[src/rtl/hc_fifo_flex.sv]
// Synchronous FIFO with first-word fall-through read, level flags and sticky error flags.
// Flags are decoded from the registered occupancy count only.
module hc_fifo_flex #(
    parameter int HC_FIFO_WIDTH  = 512,
    parameter int HC_FIFO_DEPTH  = 8,
    parameter int HC_FIFO_AFULL  = HC_FIFO_DEPTH - 2,
    parameter int HC_FIFO_AEMPTY = 2,
    localparam int CW = $clog2(HC_FIFO_DEPTH) + 1
) (
    input  logic                     clk,
    input  logic                     reset,
    input  logic [HC_FIFO_WIDTH-1:0] enq_data,
    input  logic                     enq_en,
    output logic                     not_full,
    output logic [HC_FIFO_WIDTH-1:0] deq_data,
    input  logic                     deq_en,
    output logic                     not_empty,
    input  logic                     flush,
    input  logic                     err_clr,
    output logic                     almost_full,
    output logic                     almost_empty,
    output logic [CW-1:0]            count,
    output logic [CW-1:0]            free,
    output logic                     overflow,
    output logic                     underflow
);
    localparam int AW = $clog2(HC_FIFO_DEPTH);
    localparam logic [CW-1:0] DEPTH_C  = CW'(HC_FIFO_DEPTH);
    localparam logic [CW-1:0] AFULL_C  = CW'(HC_FIFO_AFULL);
    localparam logic [CW-1:0] AEMPTY_C = CW'(HC_FIFO_AEMPTY);

    logic [HC_FIFO_WIDTH-1:0] mem_q [HC_FIFO_DEPTH];
    logic [AW-1:0] wr_ptr_q, wr_ptr_d;
    logic [AW-1:0] rd_ptr_q, rd_ptr_d;
    logic [CW-1:0] count_q, count_d;
    logic          overflow_q, overflow_d;
    logic          underflow_q, underflow_d;
    logic          enq_ok, deq_ok, ovf_set, unf_set;

    assign not_full     = (count_q < DEPTH_C);
    assign not_empty    = (count_q != '0);
    assign almost_full  = (count_q >= AFULL_C);
    assign almost_empty = (count_q <= AEMPTY_C);
    assign count        = count_q;
    assign free         = DEPTH_C - count_q;
    assign overflow     = overflow_q;
    assign underflow    = underflow_q;
    assign deq_data     = mem_q[rd_ptr_q];

    always_comb begin
        deq_ok      = deq_en && not_empty && !flush;
        // A full FIFO still accepts a write when a read frees a slot in the same cycle.
        enq_ok      = enq_en && !flush && (not_full || deq_ok);
        ovf_set     = enq_en && !flush && !not_full && !deq_ok;
        unf_set     = deq_en && !flush && !not_empty;
        wr_ptr_d    = wr_ptr_q;
        rd_ptr_d    = rd_ptr_q;
        count_d     = count_q;
        overflow_d  = overflow_q;
        underflow_d = underflow_q;

        if (flush) begin
            wr_ptr_d = '0;
            rd_ptr_d = '0;
            count_d  = '0;
        end else begin
            if (enq_ok) wr_ptr_d = wr_ptr_q + AW'(1);
            if (deq_ok) rd_ptr_d = rd_ptr_q + AW'(1);
            case ({enq_ok, deq_ok})
                2'b10:   count_d = count_q + CW'(1);
                2'b01:   count_d = count_q - CW'(1);
                default: count_d = count_q;
            endcase
        end

        // Set conditions win over a same-cycle clear.
        if (err_clr) begin
            overflow_d  = 1'b0;
            underflow_d = 1'b0;
        end
        if (ovf_set) overflow_d  = 1'b1;
        if (unf_set) underflow_d = 1'b1;
    end

    always_ff @(posedge clk or posedge reset) begin
        if (reset) begin
            wr_ptr_q    <= '0;
            rd_ptr_q    <= '0;
            count_q     <= '0;
            overflow_q  <= 1'b0;
            underflow_q <= 1'b0;
        end else begin
            wr_ptr_q    <= wr_ptr_d;
            rd_ptr_q    <= rd_ptr_d;
            count_q     <= count_d;
            overflow_q  <= overflow_d;
            underflow_q <= underflow_d;
        end
    end

    // Storage is deliberately left out of reset so it maps onto plain RAM.
    always_ff @(posedge clk) begin
        if (enq_ok) mem_q[wr_ptr_q] <= enq_data;
    end

endmodule

[config.mk]
export PLATFORM = sky130hd
export DESIGN_NAME = hc_fifo_flex
export DESIGN_NICKNAME = d
export VERILOG_FILES = /design/src/rtl/hc_fifo_flex.sv
export SDC_FILE = /design/constraint.sdc
export NUM_CORES = 2
export LEC_CHECK = 0
export ABC_AREA = 1
export ABC_CLOCK_PERIOD_IN_PS = 51300
export CAP_MARGIN = 10
export CELL_PAD_IN_SITES_DETAIL_PLACEMENT = 0
export CELL_PAD_IN_SITES_GLOBAL_PLACEMENT = 2
export CORE_ASPECT_RATIO = 1.25
export CORE_UTILIZATION = 46
export CTS_CLUSTER_DIAMETER = 200
export DETAILED_ROUTE_END_ITERATION = 6
export PLACE_DENSITY_LB_ADDON = 0.1
export SLEW_MARGIN = 30
export SYNTH_ARGS = -nofsm -noshare
export SYNTH_HDL_FRONTEND = slang
export SYNTH_SLANG_ARGS = --single-unit
[constraint.sdc]
create_clock -name clk -period 51.3 [get_ports clk]
set_input_delay 12.825 -clock clk [delete_from_list [all_inputs] [get_ports clk]]
set_output_delay 12.825 -clock clk [all_outputs]
set_load 0.01 [all_outputs]
Word-level counts from Yosys, hierarchy flattened
Memories as Yosys holds them, arrays and structs flattened.
Cells that the tools add are included.
{"block": "op_classes", "eq_ne": 2, "n_lt_le_gt_ge": 3, "n_reduce_logical": 19, "n_addsub": 5, "n_mux": 11}
{"op": "2-to-1 mux 3 bit", "count": 4}
{"op": "logical AND 1 bit", "count": 8}
{"op": "one-hot mux 4 bit (2 select lines)", "count": 1}
{"op": "nonzero test 2 bit", "count": 4}
{"op": "adder 3 x 1 -> 3 bit, second input constant", "count": 2}
{"op": "2-to-1 mux 1 bit", "count": 5}
{"op": "adder 4 x 1 -> 4 bit, second input constant", "count": 1}
{"op": ">= comparator 4 x 3 -> 1 bit, second input constant", "count": 1}
{"op": "less-or-equal comparator 4 x 2 -> 1 bit, second input constant", "count": 1}
{"op": "logical NOT 1 bit", "count": 4}
{"op": "less-than comparator 4 bit, second input constant", "count": 1}
{"op": "2-to-1 mux 4 bit", "count": 1}
{"op": "nonzero test 4 bit", "count": 1}
{"op": "subtractor 4 x 1 -> 4 bit, second input constant", "count": 1}
{"op": "subtractor 4 bit, first input constant", "count": 1}
{"op": "nonzero test 3 bit", "count": 1}
{"op": "== test 2 x 1 -> 1 bit, second input constant", "count": 1}
{"op": "== test 2 bit, second input constant", "count": 1}
{"op": "logical OR 1 bit", "count": 1}
{"block": "totals", "register_bits": 12, "ram_bits": 4096, "output_inout_bits": 526, "word_cells": 46, "mem_count": 1}
{"memory": "mem_q", "words": 8, "word_bits": 512, "read_ports": 1, "rd_clocked_by_memory_dff": 0, "wr": 1, "line": "32", "source": "logic [HC_FIFO_WIDTH-1:0] mem_q [HC_FIFO_DEPTH];"}

Longest topological paths before layout
{"block": "logic_depth", "depth_word": 8, "mapped_depth": 13}

Least setup slack after synthesis
Ideal clock, no wire load.
{"block": "synth_timing", "kind": "input port to flip-flop", "start": "in flush", "end": "mem mem_q[0][0] (enable)", "t_required_ps": 49898, "setup_slack_ps": 15205, "t_arrival_ps": 34693, "path_buffers": 0, "path_stages": 5, "cell_sequence": "inv_1 > nand2_1 > a21oi_1 > nand2_1 > nor2_1"}
{"block": "synth_between", "elab_chain_len": 6, "elab_cells_between_ends": 7, "cone_classes": "mux: 2; reduce/logical: 5"}
{"item": "start, declared", "line": "18", "source": "input logic flush,"}
{"item": "logical NOT 1 bit *", "line": "51, 53"}
{"item": "logical AND 1 bit", "line": "51", "source": "deq_ok = deq_en && not_empty && !flush;"}
{"item": "logical OR 1 bit", "line": "53", "source": "enq_ok = enq_en && !flush && (not_full || deq_ok);"}
{"item": "logical AND 1 bit *", "line": "53"}
{"item": "2-to-1 mux 1 bit *", "line": "103", "source": "if (enq_ok) mem_q[wr_ptr_q] <= enq_data;"}
{"item": "2-to-1 mux 1 bit (not written as such) *", "line": "103"}
{"item": "end, declared", "line": "32"}
Every way passes the cells marked *; elsewhere a longest branch is shown, timed or not.

Worst setup path in the final report
{"block": "layout_timing", "start": "reg rd_ptr_q[0]", "end": "out deq_data[307]"}
{"block": "layout_between", "elab_chain_len": 1}
{"item": "start, declared", "line": "34", "source": "logic [AW-1:0] rd_ptr_q, rd_ptr_d;"}
{"item": "start signal, assigned", "line": "94", "source": "rd_ptr_q <= rd_ptr_d;"}
{"item": "memory (8 x 512 bit)"}
{"item": "end, declared", "line": "15", "source": "output logic [HC_FIFO_WIDTH-1:0] deq_data,"}
No other way between the ends.

==> summary.txt <==
STA
  • Max_slew headroom: 0.261
  • Final hold vios: 0
  • Tmin final: 21.87 ns
  • Count of final setup violators: 0
  • Post-route clock period utilization: 0.426
  • Setup TNS: 0 ns
  • Worst Skew: 0.0416 ns
  • Fmax: 0.0457 GHz
  • Unrepaired setup endpoints after global routing: no
  • Slew Limit Fails: 0
  • Tightest Pin Transition: 1.11 ns

Synthesis
  • Top_reg_cell synth: edfxtp_1
  • Top-count cell post-synth: edfxtp_1
  • Synth Warn #: 0
  • Number of synthesized flops with an enable pin: 4096
  • Mux contribution to synthesized area: 0.0647
  • Synthesized-area fraction occupied by adder cells: 0.000600
  • Sequential-to-total area share from yosys stat: 0.778
  • Post-Synth XOR/XNOR Area: 0.000111
  • Top cell type's share of synthesized area: 0.777
  • Synth Area in Simple Gates: 0.0620
  • Ys async rst share: 0.00292
  • Top post-synthesis cells by count: edfxtp_1 (4096), nand2_1 (1561), nor2_1 (1039), o21ai_0 (1030), o22ai_1 (1025)
  • Synthesized flop and latch total: 4108
  • Largest family of logic cells by synthesized area: compound AO/OA/AOI/OAI gates
  • Yosys cell types: 25
  • Cell count after synthesis: 10500
  • Syn avg cell area: 15.1 sq um
  • Top cells by area, synth: edfxtp_1 (78%), mux2i_1 (6.5%), o22ai_1 (4.0%)
  • Area leader, netlist: edfxtp_1
  • Compound-Gate Fraction of Synth Area: 0.0734
  • Synthesized cell area: 0.158 sq mm
  • Syn nets: 11000

Die
  • Die Ht: 658 um
  • Initial core utilization: 0.463
  • Die width: 527 um
  • Core footprint: 0.342 sq mm
  • Num rows: 240
  • Ports: 1044
  • Die area: 0.347 sq mm

Layout
  • Layout area overhead: 17.6%
  • FF/Latch Area: 0.123 sq mm
  • Filler cell count: 27500
  • Layout cells sized above 1: 0.0617
  • Area occupied by multi-input gates: 0.0319 sq mm
  • Nets: 12000

Pwr
  • Pwr/cell area: 39.2 mW/mm^2
  • Worst vdd ir: 0.0287 mV
  • Leakage: 0.0595 uW
  • Design Power: 7300 uW

Clocking
  • Hold Buf Count CTS: 0
  • CTS tree: built
  • Clock-pin slew on the worst setup and hold paths: 0.06 ns
  • Post-CTS sizing: 0
  • Htree depth: 5
  • Total CTS buffers: 405
  • Root Buffer Master: clkbuf_16
  • CTS sink cnt: 4108
  • Postcts setup bufs: 0
  • Clk Latency, worst-skew pair: 0.95 ns
  • Max clock buf depth: 4

Setup path
  • Setup crit end kind: output pin
  • CP startpoint: rd_ptr_q[0]
  • WP data required: 38.48 ns
  • FF-to-FF End: mem_q[1][162]
  • Crit path cell chain: buf_4, buf_4, buf_4, buf_4, buf_4, buf_4, buf_4, o21ai_0, o22ai_1, nand2_1, nand2_1, clkdlybuf4s50_1
  • Worst path depth: 12
  • Slowest Stage Delay on Critical Path: 0.86 ns
  • Worst path slowest cell: dfrtp_4
  • Top cell family by delay on the critical path: buffers and inverters
  • FF-to-FF setup slack: 46.33 ns
  • Most frequent CP cell: buf_4
  • Crit Reg-Reg Startpoint: count[3]
  • Worst endpoint data arrival time: 9.05 ns
  • Critical path destination: deq_data[307]
  • Crit-path max FO: 70
  • Buf/Inv on CP: 8
  • R2r worst-path depth: 7
  • Startpoint Class: flip-flop
  • CP Class: flip-flop to output pin

GRT
  • Total global routing overflow: 0
  • Vias in the first global route: 90700
  • Largest net degree at the start of global routing: 244
  • Total GRT Usage: 0.238
  • First-pass GRT wire length: 611 mm
  • Initial antenna violation count: 199

Placed design
  • Number of port buffers: 1043
  • HPWL after DPL: 230 mm
  • Gp weighted congestion: 0.773

Worst hold path
  • Worst Hold Class: flip-flop to flip-flop
  • Min-delay src: overflow

Detailed routing
  • Routed vias/inst: 5.63
  • Routed vias: 91900
  • Final ANT Viol Nets: 0
  • Drt first pass iters: 6
  • Residual DRC: 0
  • WL final: 423 mm
  • WL/cell: 25.9 um
  • 1st-iter DRT viols: 7054

Run
  • Max Cap Viol: 0

Run status
  • Run status: finished clean
==> cells by family (layout without fill, tap and decap cells) <==
family | count (synthesis) | count (layout)
flops | 4108 | 4108
simple gates | 2612 | 2612
compound gates | 2065 | 2065
mux | 1024 | 1024
buf+inv | 703 | 1958
fa+ha+maj | 7 | 7
xor+xnor | 2 | 2
other cells | 0 | 66
==> flip-flops by register name, indices dropped and copies added (netlist names) <==
name       cells
mem_q       4096
count          4
rd_ptr_q       3
wr_ptr_q       3
overflow       1
underflow      1
==> worst register-to-register path, stage by stage (launching register included) <==
cell and delay, ns:
dfrtp_1 0.45, a21oi_1 0.55, nand2_1 0.41, nor2_4 0.25, buf_12 0.61, buf_4 0.64
buf_4 0.82, buf_4 0.83
==> worst min path at each step <==
stage	slack [ns]	cells after the start	end
after detailed placement	0.56	2	underflow
after global routing	0.57	2	underflow
final	0.56	2	overflow
after CTS	0.57	2	underflow
after floorplan	0.55	2	wr_ptr_q[0]
after global placement	0.55	2	underflow
==> cell usage in the layout (no fill, tap or decap), drive strengths merged, types with 31 or more instances in the layout <==
cell,n
edfxtp,4096
nor2,1039
o21ai,1034
clkinv,172
clkdlybuf4s50,1043
nand2,1561
mux2i,1024
o22ai,1025
bufinv,37
buf,158
diode,66
inv,31
clkbuf,502
==> final cells by class <==
type	instances	share of cell area
repair buffers	1201	0.0659
inverters	20	0.000531
flip-flops and latches	4108	0.662
well taps	4477	0.0301
diodes	66	0.000887
multi-input cells	5710	0.171
clock inverters	235	0.0115
clock buffers	502	0.0577
==> report_power, final <==
part           switching, uW  internal (uW)  leakage [uW]  total (uW)
Clock                   1230           1670       0.00628        2900
Combinational            393            242        0.0161         635
Sequential              12.5           3750        0.0372        3760
Total                   1640           5660        0.0595        7300
==> routing by layer <==
layer,global-route usage,up-vias,wire length (um)
met5,0,-,974
met4,0.0773,152,13200
met3,0.0683,754,34700
met2,0.386,2470,201000
met1,0.308,46700,173000
li1,-,41800,-
==> per-stage QoR <==
| stage | setup WS, ns | instance area (sq um) | hold slack (ns) | util | cells |
|---|---|---|---|---|---|
| after floorplan | 15.21 | 158000 | 0.549 | - | 10500 |
| after CTS | 29.37 | 186000 | 0.569 | 0.543 | 16200 |
| final | 29.43 | 186000 | 0.564 | 0.544 | 16300 |
| after global routing | 28.89 | 186000 | 0.573 | 0.544 | 16300 |
| after global placement | 30.58 | 173000 | 0.550 | 0.504 | 15500 |
| after detailed placement | 30.49 | 173000 | 0.560 | 0.505 | 15500 |
Power figures use the tool's default switching activity.
